--- src/rtl/complex_addsub_pipe_pkg.sv ---
// Shared FFT datapath helpers: complex field packing and the W+1 -> W
// reduction (scale / saturate / wrap) used by the butterfly add/sub unit.
// Functions work on a fixed maximum width and take the live width as an
// argument, so callers size-cast their operands in and results out.
package fft_pkg;

  localparam int MAXW = 32;

  typedef logic signed [MAXW:0] raw_t;

  typedef struct packed {
    logic [MAXW-1:0] val;
    logic            ovf;
  } red_t;

  function automatic logic [2*MAXW-1:0] cplx_mask(input int w);
    return ((2*MAXW)'(1) << w) - (2*MAXW)'(1);
  endfunction

  function automatic logic [MAXW-1:0] cplx_re(input logic [2*MAXW-1:0] x, input int w);
    return MAXW'((x >> w) & cplx_mask(w));
  endfunction

  function automatic logic [MAXW-1:0] cplx_im(input logic [2*MAXW-1:0] x, input int w);
    return MAXW'(x & cplx_mask(w));
  endfunction

  function automatic logic [2*MAXW-1:0] cplx_pack(input logic [MAXW-1:0] re,
                                                  input logic [MAXW-1:0] im,
                                                  input int w);
    logic [2*MAXW-1:0] m;
    m = cplx_mask(w);
    return (((2*MAXW)'(re) & m) << w) | ((2*MAXW)'(im) & m);
  endfunction

  // raw must already be sign-extended to MAXW+1 bits. Wrap keeps the low
  // bits untouched, so the caller's low-w slice is the wrapped value.
  function automatic red_t reduce(input raw_t raw, input int w,
                                  input logic scale, input logic sat_en);
    raw_t pos_max;
    raw_t neg_min;
    red_t r;
    pos_max = (raw_t'(1) <<< (w - 1)) - raw_t'(1);
    neg_min = -(raw_t'(1) <<< (w - 1));
    r.ovf = 1'b0;
    r.val = MAXW'(raw);
    if (scale) begin
      r.val = MAXW'(raw >>> 1);
    end else if (raw > pos_max) begin
      r.ovf = 1'b1;
      if (sat_en) r.val = MAXW'(pos_max);
    end else if (raw < neg_min) begin
      r.ovf = 1'b1;
      if (sat_en) r.val = MAXW'(neg_min);
    end
    return r;
  endfunction

endpackage

--- src/rtl/complex_addsub_pipe_if.sv ---
// Operand / result handshake bundle for complex_addsub_pipe.
interface complex_addsub_pipe_if #(parameter int W = 8);
  logic           in_valid;
  logic           in_ready;
  logic [2*W-1:0] in_a;
  logic [2*W-1:0] in_b;
  logic           in_scale;
  logic           out_valid;
  logic           out_ready;
  logic [2*W-1:0] out_sum;
  logic [2*W-1:0] out_diff;
  logic           ovf_flag;
  logic           ovf_clr;

  modport master (
    output in_valid, in_a, in_b, in_scale, out_ready, ovf_clr,
    input  in_ready, out_valid, out_sum, out_diff, ovf_flag
  );

  modport slave (
    input  in_valid, in_a, in_b, in_scale, out_ready, ovf_clr,
    output in_ready, out_valid, out_sum, out_diff, ovf_flag
  );
endinterface

--- src/rtl/complex_addsub_pipe_reduce.sv ---
// cplx_reduce: combinational W+1 -> W reduction of one raw component.
// Build option COMPLEX_ADDSUB_SAT_EN: defined -> overflowed components
// saturate; undefined -> they wrap to raw[W-1:0]. The ovf bit is the same
// in both builds.
module cplx_reduce
  import fft_pkg::*;
#(
  parameter int W = 8
) (
  input  logic signed [W:0]   raw,
  input  logic                scale,
  output logic        [W-1:0] res,
  output logic                ovf
);

`ifdef COMPLEX_ADDSUB_SAT_EN
  localparam logic SAT_EN = 1'b1;
`else
  localparam logic SAT_EN = 1'b0;
`endif

  red_t red;

  // Sign-extend into the shared reduce function and trim back to W bits.
  always_comb begin
    red = reduce(raw_t'(raw), W, scale, SAT_EN);
    res = W'(red.val);
    ovf = red.ovf;
  end

endmodule

--- src/rtl/complex_addsub_pipe.sv ---
// complex_addsub_pipe: two-stage radix-2 butterfly add/sub with valid/ready
// on both sides. S1 registers the W+1-bit raw sums/differences, S2 reduces
// them to W bits (see cplx_reduce for the COMPLEX_ADDSUB_SAT_EN option).
module complex_addsub_pipe
  import fft_pkg::*;
#(
  parameter int W = 8
) (
  input  logic                 clk,
  input  logic                 rst_n,
  complex_addsub_pipe_if.slave bus
);

  logic s1_valid, s2_valid;
  logic s1_load, s2_load;
  logic s1_scale;

  logic signed [W-1:0] a_re, a_im, b_re, b_im;
  logic signed [W:0]   raw_sum_re, raw_sum_im, raw_dif_re, raw_dif_im;
  logic signed [W:0]   s1_sum_re, s1_sum_im, s1_dif_re, s1_dif_im;

  logic [W-1:0] r_sum_re, r_sum_im, r_dif_re, r_dif_im;
  logic [3:0]   r_ovf;

  logic [2*W-1:0] sum_q, diff_q;
  logic           ovf_q;

  // Stage advance: in_ready ripples back combinationally from out_ready.
  always_comb begin
    s2_load      = !s2_valid || bus.out_ready;
    s1_load      = !s1_valid || s2_load;
    bus.in_ready = s1_load;
  end

  // Split operands and form sign-extended raw sums and differences.
  always_comb begin
    a_re = W'(cplx_re((2*MAXW)'(bus.in_a), W));
    a_im = W'(cplx_im((2*MAXW)'(bus.in_a), W));
    b_re = W'(cplx_re((2*MAXW)'(bus.in_b), W));
    b_im = W'(cplx_im((2*MAXW)'(bus.in_b), W));
    raw_sum_re = {a_re[W-1], a_re} + {b_re[W-1], b_re};
    raw_sum_im = {a_im[W-1], a_im} + {b_im[W-1], b_im};
    raw_dif_re = {a_re[W-1], a_re} - {b_re[W-1], b_re};
    raw_dif_im = {a_im[W-1], a_im} - {b_im[W-1], b_im};
  end

  // S1: capture raw results and the scale request.
  always_ff @(posedge clk or negedge rst_n) begin
    if (!rst_n) begin
      s1_valid  <= 1'b0;
      s1_scale  <= 1'b0;
      s1_sum_re <= '0;
      s1_sum_im <= '0;
      s1_dif_re <= '0;
      s1_dif_im <= '0;
    end else if (s1_load) begin
      s1_valid <= bus.in_valid;
      if (bus.in_valid) begin
        s1_scale  <= bus.in_scale;
        s1_sum_re <= raw_sum_re;
        s1_sum_im <= raw_sum_im;
        s1_dif_re <= raw_dif_re;
        s1_dif_im <= raw_dif_im;
      end
    end
  end

  cplx_reduce #(.W(W)) u_red_sum_re (.raw(s1_sum_re), .scale(s1_scale), .res(r_sum_re), .ovf(r_ovf[0]));
  cplx_reduce #(.W(W)) u_red_sum_im (.raw(s1_sum_im), .scale(s1_scale), .res(r_sum_im), .ovf(r_ovf[1]));
  cplx_reduce #(.W(W)) u_red_dif_re (.raw(s1_dif_re), .scale(s1_scale), .res(r_dif_re), .ovf(r_ovf[2]));
  cplx_reduce #(.W(W)) u_red_dif_im (.raw(s1_dif_im), .scale(s1_scale), .res(r_dif_im), .ovf(r_ovf[3]));

  // S2: register the reduced pair; data only moves when a valid pair loads,
  // so the outputs stay put while stalled.
  always_ff @(posedge clk or negedge rst_n) begin
    if (!rst_n) begin
      s2_valid <= 1'b0;
      sum_q    <= '0;
      diff_q   <= '0;
    end else if (s2_load) begin
      s2_valid <= s1_valid;
      if (s1_valid) begin
        sum_q  <= (2*W)'(cplx_pack(MAXW'(r_sum_re), MAXW'(r_sum_im), W));
        diff_q <= (2*W)'(cplx_pack(MAXW'(r_dif_re), MAXW'(r_dif_im), W));
      end
    end
  end

  // Sticky overflow: a pair loading S2 with any overflowed component beats clear.
  always_ff @(posedge clk or negedge rst_n) begin
    if (!rst_n) begin
      ovf_q <= 1'b0;
    end else if (s2_load && s1_valid && (|r_ovf)) begin
      ovf_q <= 1'b1;
    end else if (bus.ovf_clr) begin
      ovf_q <= 1'b0;
    end
  end

  assign bus.out_valid = s2_valid;
  assign bus.out_sum   = sum_q;
  assign bus.out_diff  = diff_q;
  assign bus.ovf_flag  = ovf_q;

endmodule

--- src/flat_wrapper.sv ---
// flat-port wrapper written by rule: the top's interface ports become plain ports
module complex_addsub_pipe_flat import fft_pkg::*;
#(
  parameter int W = 8
)
  (clk, rst_n, bus_in_valid, bus_in_a, bus_in_b, bus_in_scale, bus_out_ready, bus_ovf_clr, bus_in_ready, bus_out_valid, bus_out_sum, bus_out_diff, bus_ovf_flag);
  complex_addsub_pipe_if #(.W(W)) bus_i ();
  input  logic clk;
  input  logic rst_n;
  input wire logic [$bits(bus_i.in_valid)-1:0] bus_in_valid;
  input wire logic [$bits(bus_i.in_a)-1:0] bus_in_a;
  input wire logic [$bits(bus_i.in_b)-1:0] bus_in_b;
  input wire logic [$bits(bus_i.in_scale)-1:0] bus_in_scale;
  input wire logic [$bits(bus_i.out_ready)-1:0] bus_out_ready;
  input wire logic [$bits(bus_i.ovf_clr)-1:0] bus_ovf_clr;
  output wire logic [$bits(bus_i.in_ready)-1:0] bus_in_ready;
  output wire logic [$bits(bus_i.out_valid)-1:0] bus_out_valid;
  output wire logic [$bits(bus_i.out_sum)-1:0] bus_out_sum;
  output wire logic [$bits(bus_i.out_diff)-1:0] bus_out_diff;
  output wire logic [$bits(bus_i.ovf_flag)-1:0] bus_ovf_flag;
  assign bus_i.in_valid = bus_in_valid;
  assign bus_i.in_a = bus_in_a;
  assign bus_i.in_b = bus_in_b;
  assign bus_i.in_scale = bus_in_scale;
  assign bus_i.out_ready = bus_out_ready;
  assign bus_i.ovf_clr = bus_ovf_clr;
  assign bus_in_ready = bus_i.in_ready;
  assign bus_out_valid = bus_i.out_valid;
  assign bus_out_sum = bus_i.out_sum;
  assign bus_out_diff = bus_i.out_diff;
  assign bus_ovf_flag = bus_i.ovf_flag;
  complex_addsub_pipe #(.W(W)) u_core (.clk(clk), .rst_n(rst_n), .bus(bus_i));
endmodule
--- config.mk ---
export PLATFORM = sky130hd
export DESIGN_NAME = complex_addsub_pipe_flat
export DESIGN_NICKNAME = d
export VERILOG_FILES = /design/src/rtl/complex_addsub_pipe_pkg.sv /design/src/rtl/complex_addsub_pipe_if.sv /design/src/rtl/complex_addsub_pipe_reduce.sv /design/src/rtl/complex_addsub_pipe.sv /design/src/flat_wrapper.sv
export SDC_FILE = /design/constraint.sdc
export NUM_CORES = 1
export LEC_CHECK = 0
export ABC_AREA = 1
export BUFFER_PORTS_ARGS = -buffer_cell sky130_fd_sc_hd__buf_2
export CAP_MARGIN = 5
export CELL_PAD_IN_SITES_DETAIL_PLACEMENT = 1
export CELL_PAD_IN_SITES_GLOBAL_PLACEMENT = 1
export CORE_MARGIN = 2
export CORE_UTILIZATION = 44
export DETAILED_ROUTE_END_ITERATION = 10
export PLACE_DENSITY = 0.95
export SLEW_MARGIN = 20
export SYNTH_ARGS = -nofsm -noshare
export SYNTH_HDL_FRONTEND = slang
export SYNTH_HIERARCHICAL = 1
export SYNTH_SLANG_ARGS = --single-unit
--- constraint.sdc ---
create_clock -name clk -period 3.7 [get_ports clk]
set_clock_uncertainty 0.1 [all_clocks]
set_input_delay 0.185 -clock clk [delete_from_list [all_inputs] [get_ports clk]]
set_output_delay 0.185 -clock clk [all_outputs]
set_load 0.05 [all_outputs]
==> out/qor.txt, run 1 <==
Num rows - 37
Iter 0 DRT Violations - 203
Setup crit end kind - register
Fmax - 0.4438 GHz
Sequential area share after synthesis - 37.20%
PD cells - 586.8 nW/µm²
Inst Count DP - 865
Root buf cell - clkbuf_8
Slowest-stage cell, CP - nand2_2
YS warnings - 6
Crit Path Class - register to register
Gr usage total - 22.85%
Port Buffers - 72
Largest net degree at the start of global routing - 52
Die width - 107.4 µm
Drt total wl - 12130 µm
Via count - 4329
Vias per cell - 4.903
Finished Layout Cells - 883
Wire per inst - 13.74 µm
Async S/R FF share, synth - 100.0%
Clk_lat worst skew - 0.34 ns
Worst relative slew slack - 35.90%
Die Span Y - 107.4 µm
DRT antenna net count - 0
Final setup violation count - 0
GPL Wtd Cong - 0.8370
HPWL after DPL - 9635 µm
Initial Util - 45.40%
Synth area leader - dfrtp_1
Post-CTS Resized - 0
Synth Flop Type - dfrtp_1
Highest net fanout along the worst path - 51
Hold Crit Class - primary input to register
Synthesized flop and latch total - 70
WP buf/inv - 1
Area of the core - 10370 µm²
CTS Buf Count - 9
Vias in the first global route - 4569
CP peak stage delay - 0.65 ns
Antenna violations before repair - 0
Htree depth - 3
Post-synth EDFFs - 0
Distinct cell type count after synthesis - 32
CP top delay family - simple AND/OR/NAND/NOR gates
Number of remaining DRC errors - 0
Met2 GRT Util - 38.47%
Synthesized cell area - 4708 µm²
First-pass GRT wire length - 21220 µm
Setup TNS - 0 ns
Slew @ Worst Pin - 0.9616 ns
Min Tclk post-route - 2.253 ns
Max Cap Viol - 0
Met1 Use GR - 31.21%
Yosys top cell area share - 37.20%
Layout net count - 817
Post-Syn Instances - 676
Fraction of layout instances using a drive strength above 1 - 16.06%
Clk slew on worst S/H paths - 0.08 ns
Syn Nets - 750
Status - finished clean
GRT met3 Usage - 2.785%
Ant. Diodes - 0
Slew Limit Fails - 0
Die area - 11540 µm²
Layout area overhead - 13.58%
Fin crit share - 60.90%
CTS sink cnt - 70
Top-Level Pins - 73
Top cells by area, synth - dfrtp_1 37%, nand2_1 26%, ha_1 8.5%
Leak - 3.159 nW
Post-Syn Area per Cell - 6.965 µm²
WP data required - 3.82 ns
Design area - 5348 µm²
Crit path cell chain - nand3_1 > nand2_2 > inv_1 > nand3_1 > nand2_1
RSZ-0062 raised after global routing - no
DRT Pass-1 Iters - 4
Arrival @ worst endpoint - 2.37 ns
Setup crit start kind - register
Area after DPL - 5129 µm²
CP most frequent cell - nand3_1
Grt ovf - 0
Peak VDD IR - 0.0003374 V
Hold Vio Cnt, Final - 0
Most crowded layer after global routing - met2
Clock Path Buffers - 2
CTS tree - built
-- sequential cells by signal (all words and copies together) (netlist names) --
signal                cells
u_core/bus.out_diff      16
u_core/bus.out_sum       16
u_core/s1_sum_im          8
u_core/s1_sum_re          9
u_core/s1_scale           1
u_core/s1_valid           1
u_core/s1_dif_re          8
u_core/s1_dif_im          9
u_core/bus.ovf_flag       1
u_core/bus.out_valid      1
-- layout by cell type, fill, tap and decap left out, types with 6 or more instances in the layout --
cell type and n:
o21ai_2 8, clkbuf_8 10, ha_1 32, o21ai_0 13
dfrtp_1 70, a21oi_1 12, o21ai_1 12, nand2_2 6
xor2_1 8, nand2_1 323, buf_2 72, nand3_1 39
nor2_1 23, inv_1 75
-- tightest hold or removal path: stages --
cell     delay [ns]
buf_2          0.08
inv_1          0.04
nand2_1        0.08
nand2_1        0.06
-- synth_stat cells, types with 3 or more instances --
cell     number
nand2_1     323
inv_1        75
dfrtp_1      70
nand3_1      39
ha_1         32
nor2_1       23
buf_2        16
o21ai_0      13
a21oi_1      12
o21ai_1      12
o21ai_2       8
xor2_1        8
nand2_2       6
inv_2         5
buf_6         4
fa_1          4
inv_8         4
nor2_2        4
and2_1        3
-- kinds of logic after synthesis --
logic type / after synthesis / synth area share, %
fa+ha+maj: 36 / 10.20
flops: 70 / 37.20
compound gates: 49 / 6.059
xor+xnor: 9 / 1.674
buf+inv: 107 / 10.31
simple gates: 405 / 34.55
-- metrics by stage --
step	util [%]	setup slack (ns)	hold WS, ns	total power [mW]
after floorplan	-	1.682	-0.2106	2.181
after global placement	49.46	1.583	0.1879	2.489
after detailed placement	49.46	1.482	0.2053	2.560
after CTS	51.57	1.467	0.02612	3.168
after global routing	51.57	1.202	0.04644	3.367
final	51.57	1.447	0.04590	3.138
-- report_power, final --
group          switching, mW  total (mW)  leakage, nW  internal, mW
registers              0.171        1.15        0.864         0.983
clock network          0.267       0.590       0.0952         0.324
logic                   1.03        1.39         2.20         0.365
-- final timing paths --
kind	to	cells past startpoint	slack (ns)	start
max in group asynchronous	u_core/bus.out_sum[11]	3	2.16	rst_n
min reg2reg	u_core/bus.out_diff[5]	2	0.38	u_core/bus.out_diff[5]
max reg2reg	u_core/s1_sum_im[6]	5	1.45	u_core/bus.out_valid
min in group asynchronous	u_core/s1_dif_im[1]	2	0.37	rst_n
max	u_core/s1_sum_im[6]	5	1.45	u_core/bus.out_valid
min	u_core/bus.out_valid	4	0.05	bus_out_ready
-- per-layer routing --
| metal | wire length (µm) | part of all wire, % | vias up |
|---|---|---|---|
| li1 | - | - | 2185 |
| met1 | 5823 | 48 | 2060 |
| met2 | 5811 | 48 | 75 |
| met3 | 376 | 3.1 | 9 |
| met4 | 120 | 0.99 | 0 |
| met5 | 0 | 0 | - |
-- layout make-up --
type,count,area (µm²)
Sequential cell,70,1752
Multi-Input combinational cell,499,2471
Inverter,84,345.3
Fill cell,1389,5022
Timing Repair Buffer,79,420.4
Clock buffer,11,141.4
Clock inverter,4,47.55
Tap cell,136,170.2
-- what timing repair did --
item | in CTS | in global routing
buffers inserted | 0 | 0
hold buffers | 3 | 0
hold endpoints to repair | 37 | 0
Note: power is estimated with default switching activity, not from simulation.
==> run 2: changes to the inputs <==
--- a/config.mk
+++ b/config.mk
@@ -11,9 +11,9 @@
 export CELL_PAD_IN_SITES_DETAIL_PLACEMENT = 1
 export CELL_PAD_IN_SITES_GLOBAL_PLACEMENT = 1
 export CORE_MARGIN = 2
-export CORE_UTILIZATION = 44
+export CORE_UTILIZATION = 41
 export DETAILED_ROUTE_END_ITERATION = 10
-export PLACE_DENSITY = 0.95
+export PLACE_DENSITY = 0.91
 export SLEW_MARGIN = 20
 export SYNTH_ARGS = -nofsm -noshare
 export SYNTH_HDL_FRONTEND = slang
==> constraint.sdc (replaced) <==
create_clock -name clk -period 2.35 [get_ports clk]
set_clock_uncertainty 0.1 [all_clocks]
set_input_delay 0.1175 -clock clk [delete_from_list [all_inputs] [get_ports clk]]
set_output_delay 0.1175 -clock clk [all_outputs]
set_load 0.05 [all_outputs]
==> out/qor.txt, run 2 (synthesis results as in run 1) <==
CTS Buf Count - 9
Setup crit end kind - register
Fmax - 0.5802 GHz
CTS sink cnt - 70
First-pass GRT wire length - 21780 µm
Register share of total power - 33.8%
Clock group share of total power - 24.5%
Clk slew on worst S/H paths - 0.06 ns
Slew Limit Fails - 0
Num rows - 39
Die area - 12360 µm²
Grt ovf - 0
Clk_lat worst skew - 0.33 ns
WP data required - 2.51 ns
Area of the core - 11320 µm²
Hold Vio Cnt, Final - 0
Drt total wl - 12660 µm
Gr usage total - 21.29%
Finished Layout Cells - 892
Min Tclk post-route - 1.724 ns
Most common cell after layout, fill and taps aside - nand2_1
Reg-to-reg setup timing slack - 0.65 ns
Design area - 5487 µm²
Crit path cell chain - dlygate4sd3_1 > buf_2 > inv_1 > nand3_1 > nand2_2 > inv_1 > nand3_1 > nand2_1
CTS tree - built
Combinational power share - 41.7%
Cell Int Power - 2.965 mW
Final worst slack - 0.6263 ns
Number of remaining DRC errors - 0
Setup TNS - 0 ns
Area after DPL - 5157 µm²
Antenna violations before repair - 0
Status - finished clean
Worst relative slew slack - 39.78%
Switching Power - 2.375 mW
Fraction of layout instances using a drive strength above 1 - 16.29%
Setup WS pre-CTS - 0.6071 ns
Crit Path Class - primary input to register
Setup crit start kind - primary input
Arrival @ worst endpoint - 1.89 ns
Root buf cell - clkbuf_16
Fin crit share - 73.35%
DRT Pass-1 Iters - 4
Via count - 4351
Hold Crit Class - primary input to register
Max Cap Viol - 0
Final setup violation count - 0
Leading cell types in the layout, fill and taps excluded - 323 x nand2_1, 75 x inv_1, 72 x buf_2, 70 x dfrtp_1, 39 x nand3_1
Layout net count - 819
Vias per cell - 4.878
HPWL after DPL - 9501 µm
Initial Util - 41.59%
Net Sw Frac - 44.47%
Ant. Diodes - 0
CP top delay family - buffers and inverters
Largest net degree at the start of global routing - 51
Inst Count DP - 873
Vias in the first global route - 4539
Slew @ Worst Pin - 0.9023 ns
CP peak stage delay - 0.52 ns
Highest net fanout along the worst path - 21
PD cells - 973.2 nW/µm²
Port Buffers - 72
Peak VDD IR - 0.0006174 V
Layout area overhead - 16.53%
Htree depth - 3
Post-CTS Setup Bufs - 0
WP buf/inv - 4
Slowest-stage cell, CP - dlygate4sd3_1
Top-Level Pins - 73
Leak - 3.225 nW
Die Span Y - 111.2 µm
RSZ-0062 raised after global routing - no
Iter 0 DRT Violations - 193
Clock Path Buffers - 2
DRT antenna net count - 0
GPL Wtd Cong - 0.8533
Wire per inst - 14.19 µm
Die width - 111.2 µm
[run 2: cell count changes in the layout (fill, tap and decap cells not counted)]
| cell | previous run | this run |
|---|---|---|
| clkbuf_8 | 10 | 1 |
| buf_12 | 0 | 1 |
| dlygate4sd3_1 | 3 | 4 |
| clkinv_2 | 2 | 4 |
| clkbuf_16 | 0 | 9 |
| clkinvlp_4 | 1 | 0 |
| clkbuf_1 | 1 | 0 |
[run 2: area by class of cell]
class	count	area, µm²
sequential	70	1752
clock buffer	10	239.0
tap	143	178.9
clock inverter	5	50.05
timing repair buffer	81	450.4
multi-input combinational	499	2471
fill	1511	5834
inverter	84	345.3
[run 2: path summary, 6_finish.rpt]
check	endpoint	start	cells after the start
setup reg to reg	u_core/s1_sum_im[6]	u_core/bus.out_valid	5
setup / recovery	u_core/s1_sum_im[6]	bus_out_ready	8
hold / removal	u_core/s1_dif_im[0]	bus_in_b[0]	3
hold reg to reg	u_core/bus.out_sum[6]	u_core/bus.out_sum[6]	2
min in group asynchronous	u_core/bus.out_valid	rst_n	2
max in group asynchronous	u_core/s1_sum_im[3]	rst_n	3
[run 2: per-stage QoR]
| stage | total power, mW | hold slack (ns) | utilization, % |
|---|---|---|---|
| floorplan | 3.433 | -0.2781 | - |
| global placement | 3.924 | 0.04442 | 45.56 |
| detailed placement | 4.024 | 0.05162 | 45.56 |
| CTS | 5.377 | 0.04393 | 48.46 |
| global route | 5.687 | 0.09122 | 48.46 |
| finish | 5.339 | 0.04687 | 48.46 |
[run 2: layer usage]
layer  up-vias  share of wire, %  global-route usage [%]
li1       2187                 -                       -
met1      2053                46                   28.75
met2        95                48                   35.20
met3        16               4.5                   3.937
met4         0               1.4                   5.926
met5         -                 0                       0
[run 2: what timing repair did]
action                                 4_1_cts  5_1_grt
hold buffers                                 4        0
gates resized for setup                      0        0
endpoints found under the hold margin       28        0
[run 2: power groups by stage]
stage          Combinational [mW]  Sequential [mW]  Clock [mW]
6_report                     2.23             1.80        1.31
5_1_grt                      2.45             1.85        1.39
4_1_cts                      2.24             1.80        1.33
3_5_place_dp                 2.21             1.81           0
3_3_place_gp                 2.14             1.79           0
2_1_floorplan               0.923             2.51           0
[run 2: worst min-delay path: stages]
cell and delay [ns]:
buf_2 0.10, ha_1 0.13, o21ai_0 0.09
